--- src/rtl/ex_branch_resolve_pkg.sv ---
// Shared definitions for the EX->MEM branch-resolve slice.
//   XLEN          : datapath width
//   GHR_W         : global-history width carried with each branch
//   train_entry_t : perceptron training record {pc, ghr, taken, mispred}
package ex_branch_resolve_pkg;

  localparam int unsigned XLEN  = 32;
  localparam int unsigned GHR_W = 16;

  typedef struct packed {
    logic [XLEN-1:0]  pc;
    logic [GHR_W-1:0] ghr;
    logic             taken;
    logic             mispred;
  } train_entry_t;

endpackage

--- src/rtl/ex_branch_resolve_train_fifo.sv ---
// Small FIFO buffering perceptron training updates.
//   clk, reset   : clock, synchronous active-high reset (clears pointers/count)
//   i_push       : write i_data (ignored while full)
//   i_data       : entry to write
//   i_pop_ready  : consumer accepts the head; pops when not empty
//   o_data       : head entry, stable until popped
//   o_full       : DEPTH entries held
//   o_empty      : no entries held
module train_fifo
  import ex_branch_resolve_pkg::*;
#(
  parameter int unsigned DEPTH = 2
) (
  input  logic         clk,
  input  logic         reset,
  input  logic         i_push,
  input  train_entry_t i_data,
  input  logic         i_pop_ready,
  output train_entry_t o_data,
  output logic         o_full,
  output logic         o_empty
);

  localparam int unsigned PW = (DEPTH > 1) ? $clog2(DEPTH) : 1;
  localparam int unsigned CW = $clog2(DEPTH + 1);

  train_entry_t    r_mem [DEPTH];
  logic [PW-1:0]   r_wr;
  logic [PW-1:0]   r_rd;
  logic [CW-1:0]   r_count;
  logic            w_push;
  logic            w_pop;

  // Pointers wrap explicitly so non-power-of-two depths work.
  function automatic logic [PW-1:0] f_next(input logic [PW-1:0] p);
    return (p == PW'(DEPTH - 1)) ? '0 : p + PW'(1);
  endfunction

  assign o_full  = (r_count == CW'(DEPTH));
  assign o_empty = (r_count == '0);
  assign o_data  = r_mem[r_rd];
  assign w_push  = i_push & ~o_full;
  assign w_pop   = i_pop_ready & ~o_empty;

  always_ff @(posedge clk) begin
    if (w_push) r_mem[r_wr] <= i_data;
  end

  always_ff @(posedge clk) begin
    if (reset) begin
      r_wr    <= '0;
      r_rd    <= '0;
      r_count <= '0;
    end else begin
      if (w_push) r_wr <= f_next(r_wr);
      if (w_pop)  r_rd <= f_next(r_rd);
      case ({w_push, w_pop})
        2'b10:   r_count <= r_count + CW'(1);
        2'b01:   r_count <= r_count - CW'(1);
        default: r_count <= r_count;
      endcase
    end
  end

endmodule

--- src/rtl/ex_branch_resolve.sv ---
// EX->MEM stage behind the ALU: resolves branches/jumps, detects perceptron
// mispredictions, issues a one-cycle redirect, registers the EX/MEM boundary
// and buffers training updates.
//   clk, reset                    : clock, synchronous active-high reset
//   exValid..branchFlag, memStall : EX instruction, ALU outputs, MEM backpressure
//   resolveStall                  : hold EX upstream (training FIFO full)
//   mem*                          : registered EX/MEM payload
//   redirectValid, redirectPc     : one-cycle flush pulse and correct next PC
//   train*, trainReady            : training FIFO head (valid/ready)
//   mispredCnt                    : saturating mispredict count
module ex_branch_resolve
  import ex_branch_resolve_pkg::*;
#(
  parameter int unsigned XLEN        = ex_branch_resolve_pkg::XLEN,
  parameter int unsigned GHR_W       = ex_branch_resolve_pkg::GHR_W,
  parameter int unsigned TRAIN_DEPTH = 2,
  parameter int unsigned CNT_W       = 16
) (
  input  logic             clk,
  input  logic             reset,
  input  logic             exValid,
  input  logic [XLEN-1:0]  exPc,
  input  logic [XLEN-1:0]  exImm,
  input  logic             exBranch,
  input  logic             exJal,
  input  logic             exJalr,
  input  logic             exPredTaken,
  input  logic [XLEN-1:0]  exPredTarget,
  input  logic [GHR_W-1:0] exGhr,
  input  logic [4:0]       exRd,
  input  logic             exRegWrite,
  input  logic             exMemRead,
  input  logic             exMemWrite,
  input  logic [XLEN-1:0]  exStoreData,
  input  logic [XLEN-1:0]  aluResult,
  input  logic             branchFlag,
  input  logic             memStall,
  output logic             resolveStall,
  output logic             memValid,
  output logic [XLEN-1:0]  memResult,
  output logic [4:0]       memRd,
  output logic             memRegWrite,
  output logic             memMemRead,
  output logic             memMemWrite,
  output logic [XLEN-1:0]  memStoreData,
  output logic             redirectValid,
  output logic [XLEN-1:0]  redirectPc,
  output logic             trainValid,
  input  logic             trainReady,
  output logic [XLEN-1:0]  trainPc,
  output logic [GHR_W-1:0] trainGhr,
  output logic             trainTaken,
  output logic             trainMispred,
  output logic [CNT_W-1:0] mispredCnt
);

  logic             w_taken;
  logic             w_mispred;
  logic             w_fire;
  logic             w_push;
  logic             w_full;
  logic             w_empty;
  logic [XLEN-1:0]  w_target;
  logic [XLEN-1:0]  w_pc4;
  train_entry_t     w_entry;
  train_entry_t     w_head;

  logic             r_memValid;
  logic [XLEN-1:0]  r_memResult;
  logic [4:0]       r_memRd;
  logic             r_memRegWrite;
  logic             r_memMemRead;
  logic             r_memMemWrite;
  logic [XLEN-1:0]  r_memStoreData;
  logic             r_redirectValid;
  logic [XLEN-1:0]  r_redirectPc;
  logic [CNT_W-1:0] r_mispredCnt;

  assign w_pc4     = exPc + XLEN'(4);
  assign w_target  = exJalr ? (aluResult & ~XLEN'(1)) : (exPc + exImm);
  assign w_taken   = exBranch ? branchFlag : (exJal | exJalr);
  assign w_mispred = (w_taken != exPredTaken) | (w_taken & (w_target != exPredTarget));

  // Stall depends only on registered FIFO state, never on trainReady.
  assign resolveStall = exValid & exBranch & w_full;
  // A live redirect squashes whatever EX presents in that cycle.
  assign w_fire = exValid & ~memStall & ~resolveStall & ~r_redirectValid;
  assign w_push = w_fire & exBranch;

  always_comb begin
    w_entry         = '0;
    w_entry.pc      = exPc;
    w_entry.ghr     = exGhr;
    w_entry.taken   = w_taken;
    w_entry.mispred = w_mispred;
  end

  train_fifo #(
    .DEPTH (TRAIN_DEPTH)
  ) u_train_fifo (
    .clk         (clk),
    .reset       (reset),
    .i_push      (w_push),
    .i_data      (w_entry),
    .i_pop_ready (trainReady),
    .o_data      (w_head),
    .o_full      (w_full),
    .o_empty     (w_empty)
  );

  always_ff @(posedge clk) begin
    if (reset) begin
      r_memValid      <= 1'b0;
      r_memResult     <= '0;
      r_memRd         <= '0;
      r_memRegWrite   <= 1'b0;
      r_memMemRead    <= 1'b0;
      r_memMemWrite   <= 1'b0;
      r_memStoreData  <= '0;
      r_redirectValid <= 1'b0;
      r_redirectPc    <= '0;
      r_mispredCnt    <= '0;
    end else begin
      r_redirectValid <= w_fire & w_mispred;
      if (w_fire & w_mispred) begin
        r_redirectPc <= w_taken ? w_target : w_pc4;
        if (r_mispredCnt != '1) r_mispredCnt <= r_mispredCnt + CNT_W'(1);
      end
      if (!memStall) begin
        r_memValid <= w_fire;
        if (w_fire) begin
          r_memResult    <= (exJal | exJalr) ? w_pc4 : aluResult;
          r_memRd        <= exRd;
          r_memRegWrite  <= exRegWrite;
          r_memMemRead   <= exMemRead;
          r_memMemWrite  <= exMemWrite;
          r_memStoreData <= exStoreData;
        end
      end
    end
  end

  assign memValid      = r_memValid;
  assign memResult     = r_memResult;
  assign memRd         = r_memRd;
  assign memRegWrite   = r_memRegWrite;
  assign memMemRead    = r_memMemRead;
  assign memMemWrite   = r_memMemWrite;
  assign memStoreData  = r_memStoreData;
  assign redirectValid = r_redirectValid;
  assign redirectPc    = r_redirectPc;
  assign mispredCnt    = r_mispredCnt;
  assign trainValid    = ~w_empty;
  assign trainPc       = w_head.pc;
  assign trainGhr      = w_head.ghr;
  assign trainTaken    = w_head.taken;
  assign trainMispred  = w_head.mispred;

endmodule

--- config.mk ---
export PLATFORM = sky130hd
export DESIGN_NAME = ex_branch_resolve
export DESIGN_NICKNAME = d
export VERILOG_FILES = /design/src/rtl/ex_branch_resolve_pkg.sv /design/src/rtl/ex_branch_resolve_train_fifo.sv /design/src/rtl/ex_branch_resolve.sv
export SDC_FILE = /design/constraint.sdc
export NUM_CORES = 1
export LEC_CHECK = 0
export CAP_MARGIN = 20
export CORE_MARGIN = 10
export CORE_UTILIZATION = 48
export DETAILED_ROUTE_END_ITERATION = 8
export PLACE_DENSITY_LB_ADDON = 0.1
export SLEW_MARGIN = 10
export SYNTH_ARGS = -nofsm -noshare
export SYNTH_HDL_FRONTEND = slang
export SYNTH_SLANG_ARGS = --single-unit
--- constraint.sdc ---
create_clock -name clk -period 5.5 [get_ports clk]
set_clock_uncertainty 0.1 [all_clocks]
set_input_delay 0.825 -clock clk [delete_from_list [all_inputs] [get_ports clk]]
set_output_delay 0.825 -clock clk [all_outputs]
set_load 0.005 [all_outputs]
# [Word-level counts from Yosys, hierarchy flattened]
# Memories as Yosys holds them, arrays and structs flattened. A register that Yosys moved wholly into a read port is not among the register bits.
# Index checks and enable logic that the tools add are counted.
[op_classes] n_addsub=7 n_eq_ne=6 mux=11 bitwise_logic=17 reduce_logical=4
[ops] op="two-way mux 32 bit" count=3
[ops] op="adder 32 x 3 -> 32 bit, second input constant" count=1
[ops] op="adder 32 bit" count=1
[ops] op="!= test 32 bit" count=1
[ops] op="adder 16 x 1 -> 16 bit, second input constant" count=1
[ops] op="!= test 16 bit, second input constant" count=1
[ops] op="AND 1 bit" count=10
[ops] op="two-way mux 1 bit" count=7
[ops] op="inverter 1 bit" count=5
[ops] op="equality test 2 bit, second input constant" count=2
[ops] op="one-hot mux 2 bit (2 select lines)" count=1
[ops] op="AND reduction 2 bit" count=2
[ops] op="adder 1 bit, second input constant" count=2
[ops] op="adder 2 x 1 -> 2 bit, second input constant" count=1
[ops] op="equality test 2 x 1 -> 1 bit, second input constant" count=1
[ops] op="zero test 2 bit" count=1
[ops] op="OR 1 bit" count=2
[ops] op="nonzero test 2 bit" count=1
[ops] op="subtractor 2 x 1 -> 2 bit, second input constant" count=1
[ops] op="!= test 1 bit" count=1
[totals] ff_bits=126 ramBits=100 input_bits=194 output_inout_bits=174 wordCells=59 memories=1
[mem_list] memory="u_train_fifo.r_mem" words=2 word_bits=50 rd=1 rd_clocked_by_memory_dff=1 write_ports=1 line="ex_branch_resolve_train_fifo.sv:27" rtl="train_entry_t r_mem [DEPTH];"

# [Logic depth before layout (Yosys ltp)]
[depth] ltp_word=9 depth_mapped=15 depth_no_buf=14

# [By module]
# A second synthesis with hierarchy kept.
[unflattened] cells_unflattened=1404 area_unflattened_um2=12741.0
[by_module_without_submodules] mod="ex_branch_resolve" instances=1 cells_each=1222 area_per_inst_um2=8922.3 seq_area_each_um2=2442.3
[by_module_without_submodules] mod="train_fifo" instances=1 cells_each=182 area_per_inst_um2=3818.7 seq_area_each_um2=3103.0

# [Least setup slack after synthesis]
# Ideal clock, no wire load.
[synth_path] kind="input to register" from="input exPc[0]" to="register r_mispredCnt[10] (netlist: mispredCnt[10])" setup_ns=0.121 arrival_ns=4.149 required_ns=5.279 slack_ns=1.130 stages=14 n_path_buf=0 cell_sequence="ha_1 > fa_1 > a211oi_1 > o211ai_1 > a21o_1 > a221o_1 > o21a_1 > o31ai_1 > xnor2_1 > nand3_1 > nor4_4 > nor2_1 > nand4_1 > mux2_2"
[synth_between] elab_chain_cells=7
[synth_rtl] item="from (decl)" line="ex_branch_resolve.sv:22" rtl="input logic [XLEN-1:0] exPc,"
[synth_rtl] item="adder 32 bit" line="ex_branch_resolve.sv:80" rtl="assign w_target = exJalr ? (aluResult & ~XLEN'(1)) : (exPc + exImm);"
[synth_rtl] item="two-way mux 32 bit" line="ex_branch_resolve.sv:80"
[synth_rtl] item="!= test 32 bit" line="ex_branch_resolve.sv:82" rtl="assign w_mispred = (w_taken != exPredTaken) | (w_taken & (w_target != exPredTarget));"
[synth_rtl] item="AND 1 bit" line="ex_branch_resolve.sv:82"
[synth_rtl] item="OR 1 bit" line="ex_branch_resolve.sv:82"
[synth_rtl] item="AND 1 bit" line="ex_branch_resolve.sv:125" rtl="if (w_fire & w_mispred) begin"
[synth_rtl] item="AND reduction 2 bit (no line)"
[synth_rtl] item="to (signal assigned)" line="ex_branch_resolve.sv:127" rtl="if (r_mispredCnt != '1) r_mispredCnt <= r_mispredCnt + CNT_W'(1);"
[synth_rtl] item="to (decl)" line="ex_branch_resolve.sv:77" rtl="logic [CNT_W-1:0] r_mispredCnt;"
# No other way between the ends.
# A chain may end at the register's enable or synchronous reset.

# [Worst setup path after layout]
# Same ends and word-level chain as after synthesis.

==> results.ini <==
[synthesis]
netlist.area_leader.share=0.243
syn_inst=1336
syn_area_um2=12400
synth-seq-area-share=0.448
synth.avg_cell_area_um2=9.27
synth_ff_type=dfxtp_1
synth_area_leader_cell=edfxtp_1
async_reset_ff_frac=0
synth_seq_cells=227
ys_types=71
synth_edf_count=100
ys_top_cells_by_area=edfxtp_1 (24%), dfxtp_1 (21%), a21oi_1 (5.3%), nand2_1 (4.8%), mux2_2 (4.7%)
postSynthNetCount=1565
yosysWarnings=0

[critical_path]
critPathBufInv=3
crit_type=in2reg
worstPathArrival_ns=5.41
cp-end-kind=register
startpoint_type=primary input
path_cells=clkdlybuf4s50_1, ha_1, fa_1, a211oi_1, o21ai_0, a22oi_1, buf_4, a21oi_1, o211a_1, o31a_1, a211oi_1, nand4_1, nor4_4, buf_4, nor2_1, nand4_1, mux2_2
slowest_stage=clkdlybuf4s50_1
critical_path.top_delay_family=compound AO/OA/AOI/OAI gates
max_stage_delay_ns=0.57
crit_required_ns=5.81
critPathMaxFanout=16

[flow_run]
drv_cap=0

[sta]
finalSetupViolCount=0
drv_slew=0
finalCritPeriodShare=0.927
clock.fmax_mhz=196
worst_slack_ns=0.404
tightest_slew_ns=1.02
post-route-min-period_ns=5.10
rsz0062_at_grt=no
final_hold_viol_count=0
relSlewSlack=0.319

[grt]
grt_max_degree=97
antenna_found_initial=4
grt_pass1_vias=11900
grt_pass1_wl_um=69200
track_usage=0.266
grt_overflow_total=0

[placed_design]
dpl.cell_count=2014
hpwl_um=35100
finalWeightedCongestion=0.906
place_ws_ns=-0.0558
port_buffers=367

[pwr]
p_seq_frac=0.405
power.density_nw_per_um2=262
p_clk_frac=0.346
ir_drop_v=0.000252
p_switching_uw=1280
p_int_uw=3310
power_frac_comb=0.249
p_leak_uw=0.00629
netSwitchingFraction=0.278

[floorplanning]
core_um2=25300
die_w_um=181
core.rowCount=58
dieHeight_um=181
pin_count=368
initial_core_util=0.490
die-area_um2=32600

[clocking]
clkLatencyLatePin_ns=0.53
postCtsHoldBufs=0
path_clk_slew_ns=0.06
clock-root-buffer=clkbuf_16
post_cts_resized=0
cts_buffers=25
htreeDepth=1
cts_tree=done
cts_sinks=227
post-cts-setup-buffers=0
cts.path.max_buffers=3

[routing]
avgRoutedWirePerCell_um=21.9
wl_um=45200
drc=0
firstDrtPassIters=5
avgViaCountPerCell=5.70
vias=11800
drt_iter0_drc=1031
ant_nets=0

[final_layout]
layout-drive-gt1-share=0.104
area_growth_pct=41.4
fin_nets=1942
final_cells=2063
final_core_util=0.693

[run_status]
status=finished clean

[min_path]
worstHoldPathType=reg2reg

==> registers in the layout (all words and copies together), names as in the netlist, 2 cells and up, named ones only <==
name	flops
memResult	32
u_train_fifo.r_count	2
memStoreData	32
memRd	5
u_train_fifo.r_mem	100
redirectPc	32
mispredCnt	16
==> Yosys cell counts, drive strengths merged (4+ instances only) <==
cell and instances:
nand2 159, mux2i 40, dfxtp 127, and2 10
o21bai 5, nor3b 9, nor2b 11, a31o 4
o221ai 4, ha 34, edfxtp 100, a211o 4
mux2 52, a31oi 4, o21ai 52, xor2 30
nand4 23, or2 4, and3 16, a21oi 131
o31ai 7, clkbuf 62, o211a 5, nor2 145
a211oi 51, buf 22, xnor2 52, nand2b 12
o211ai 15, o21a 4, a221oi 5, nor3 25
a21o 10, nor4 9, inv 13, nand3 34
a311oi 4
==> layout make-up <==
| type | instances | area (um^2) |
|---|---|---|
| sequential | 227 | 5550 |
| inverter | 13 | 48.8 |
| timing repair buffer | 434 | 4210 |
| tap | 330 | 413 |
| clock buffer | 35 | 714 |
| multi-input combinational | 1012 | 6490 |
| clock inverter | 11 | 62.6 |
| fill | 2027 | 7760 |
| antenna | 1 | 2.50 |
==> cells in the final DEF (no fill, tap or decap), types with 5 or more instances in the layout <==
| cell type | instances |
|---|---|
| a21o_1 | 10 |
| buf_4 | 65 |
| mux2i_1 | 40 |
| nand2_1 | 159 |
| clkbuf_1 | 6 |
| o211a_1 | 5 |
| o31ai_1 | 6 |
| nor2_1 | 142 |
| nand3_1 | 34 |
| xor2_1 | 30 |
| nor3_1 | 24 |
| xnor2_1 | 52 |
| o211ai_1 | 14 |
| clkbuf_16 | 26 |
| edfxtp_1 | 100 |
| nor2b_1 | 10 |
| a21oi_1 | 131 |
| and2_1 | 10 |
| clkdlybuf4s50_1 | 365 |
| ha_1 | 34 |
| dfxtp_1 | 126 |
| o21bai_1 | 5 |
| nor4_1 | 8 |
| and3_1 | 16 |
| nand2b_1 | 11 |
| nand4_1 | 23 |
| o21ai_0 | 50 |
| nor3b_1 | 9 |
| a221oi_1 | 5 |
| mux2_2 | 52 |
| inv_1 | 13 |
| a211oi_1 | 51 |
==> per-stage QoR <==
step	instance area (um^2)	hold slack [ns]	setup TNS (ns)	total power (uW)
global placement	16600	0.341	-1.64	3010
floorplan	12400	0.348	0	2450
detailed placement	16700	0.346	-0.0558	3020
CTS	17500	0.354	0	4600
finish	17500	0.353	0	4580
global route	17500	0.379	0	4770
==> logic make-up after synthesis <==
logic type                 after synthesis  synth area share
xor gates and xnor gates                82            0.0580
muxes                                   92            0.0797
DFF                                    227             0.448
adders and majority gates               35            0.0360
buffers and inverters                   97            0.0306
and+or+nand+nor                        477             0.180
AOI/OAI and AO/OA                      326             0.168
==> worst register-to-register path: stages, from the launching register on <==
cell,delay [ns]
dfxtp_1,0.32
nor3b_1,0.47
nand3b_1,0.38
nor2_4,0.86
buf_4,0.38
==> final timing paths <==
kind,start,to,slack (ns),depth (start not counted)
setup / recovery,exPc[0],mispredCnt[10],0.40,17
hold / removal,memValid,memValid,0.35,2
setup reg to reg,redirectValid,u_train_fifo.r_mem[0][19],2.67,4
hold reg to reg,memValid,memValid,0.35,2
==> metal layers <==
layer / GRT usage / vias to the layer above / share of wire
met2: 0.454 / 467 / 0.48
met1: 0.318 / 5592 / 0.40
met3: 0.0725 / 76 / 0.083
met5: 0 / - / 0.00086
li1: - / 5622 / -
met4: 0.0810 / 6 / 0.033
==> power groups by stage <==
stage,combinational (uW),clock (uW),sequential [uW]
2_1_floorplan,556,0,1890
3_3_place_gp,1120,0,1890
3_5_place_dp,1130,0,1890
4_1_cts,1140,1610,1860
5_1_grt,1240,1670,1860
6_report,1140,1580,1860
No activity file was read; power rests on OpenSTA's default activity.
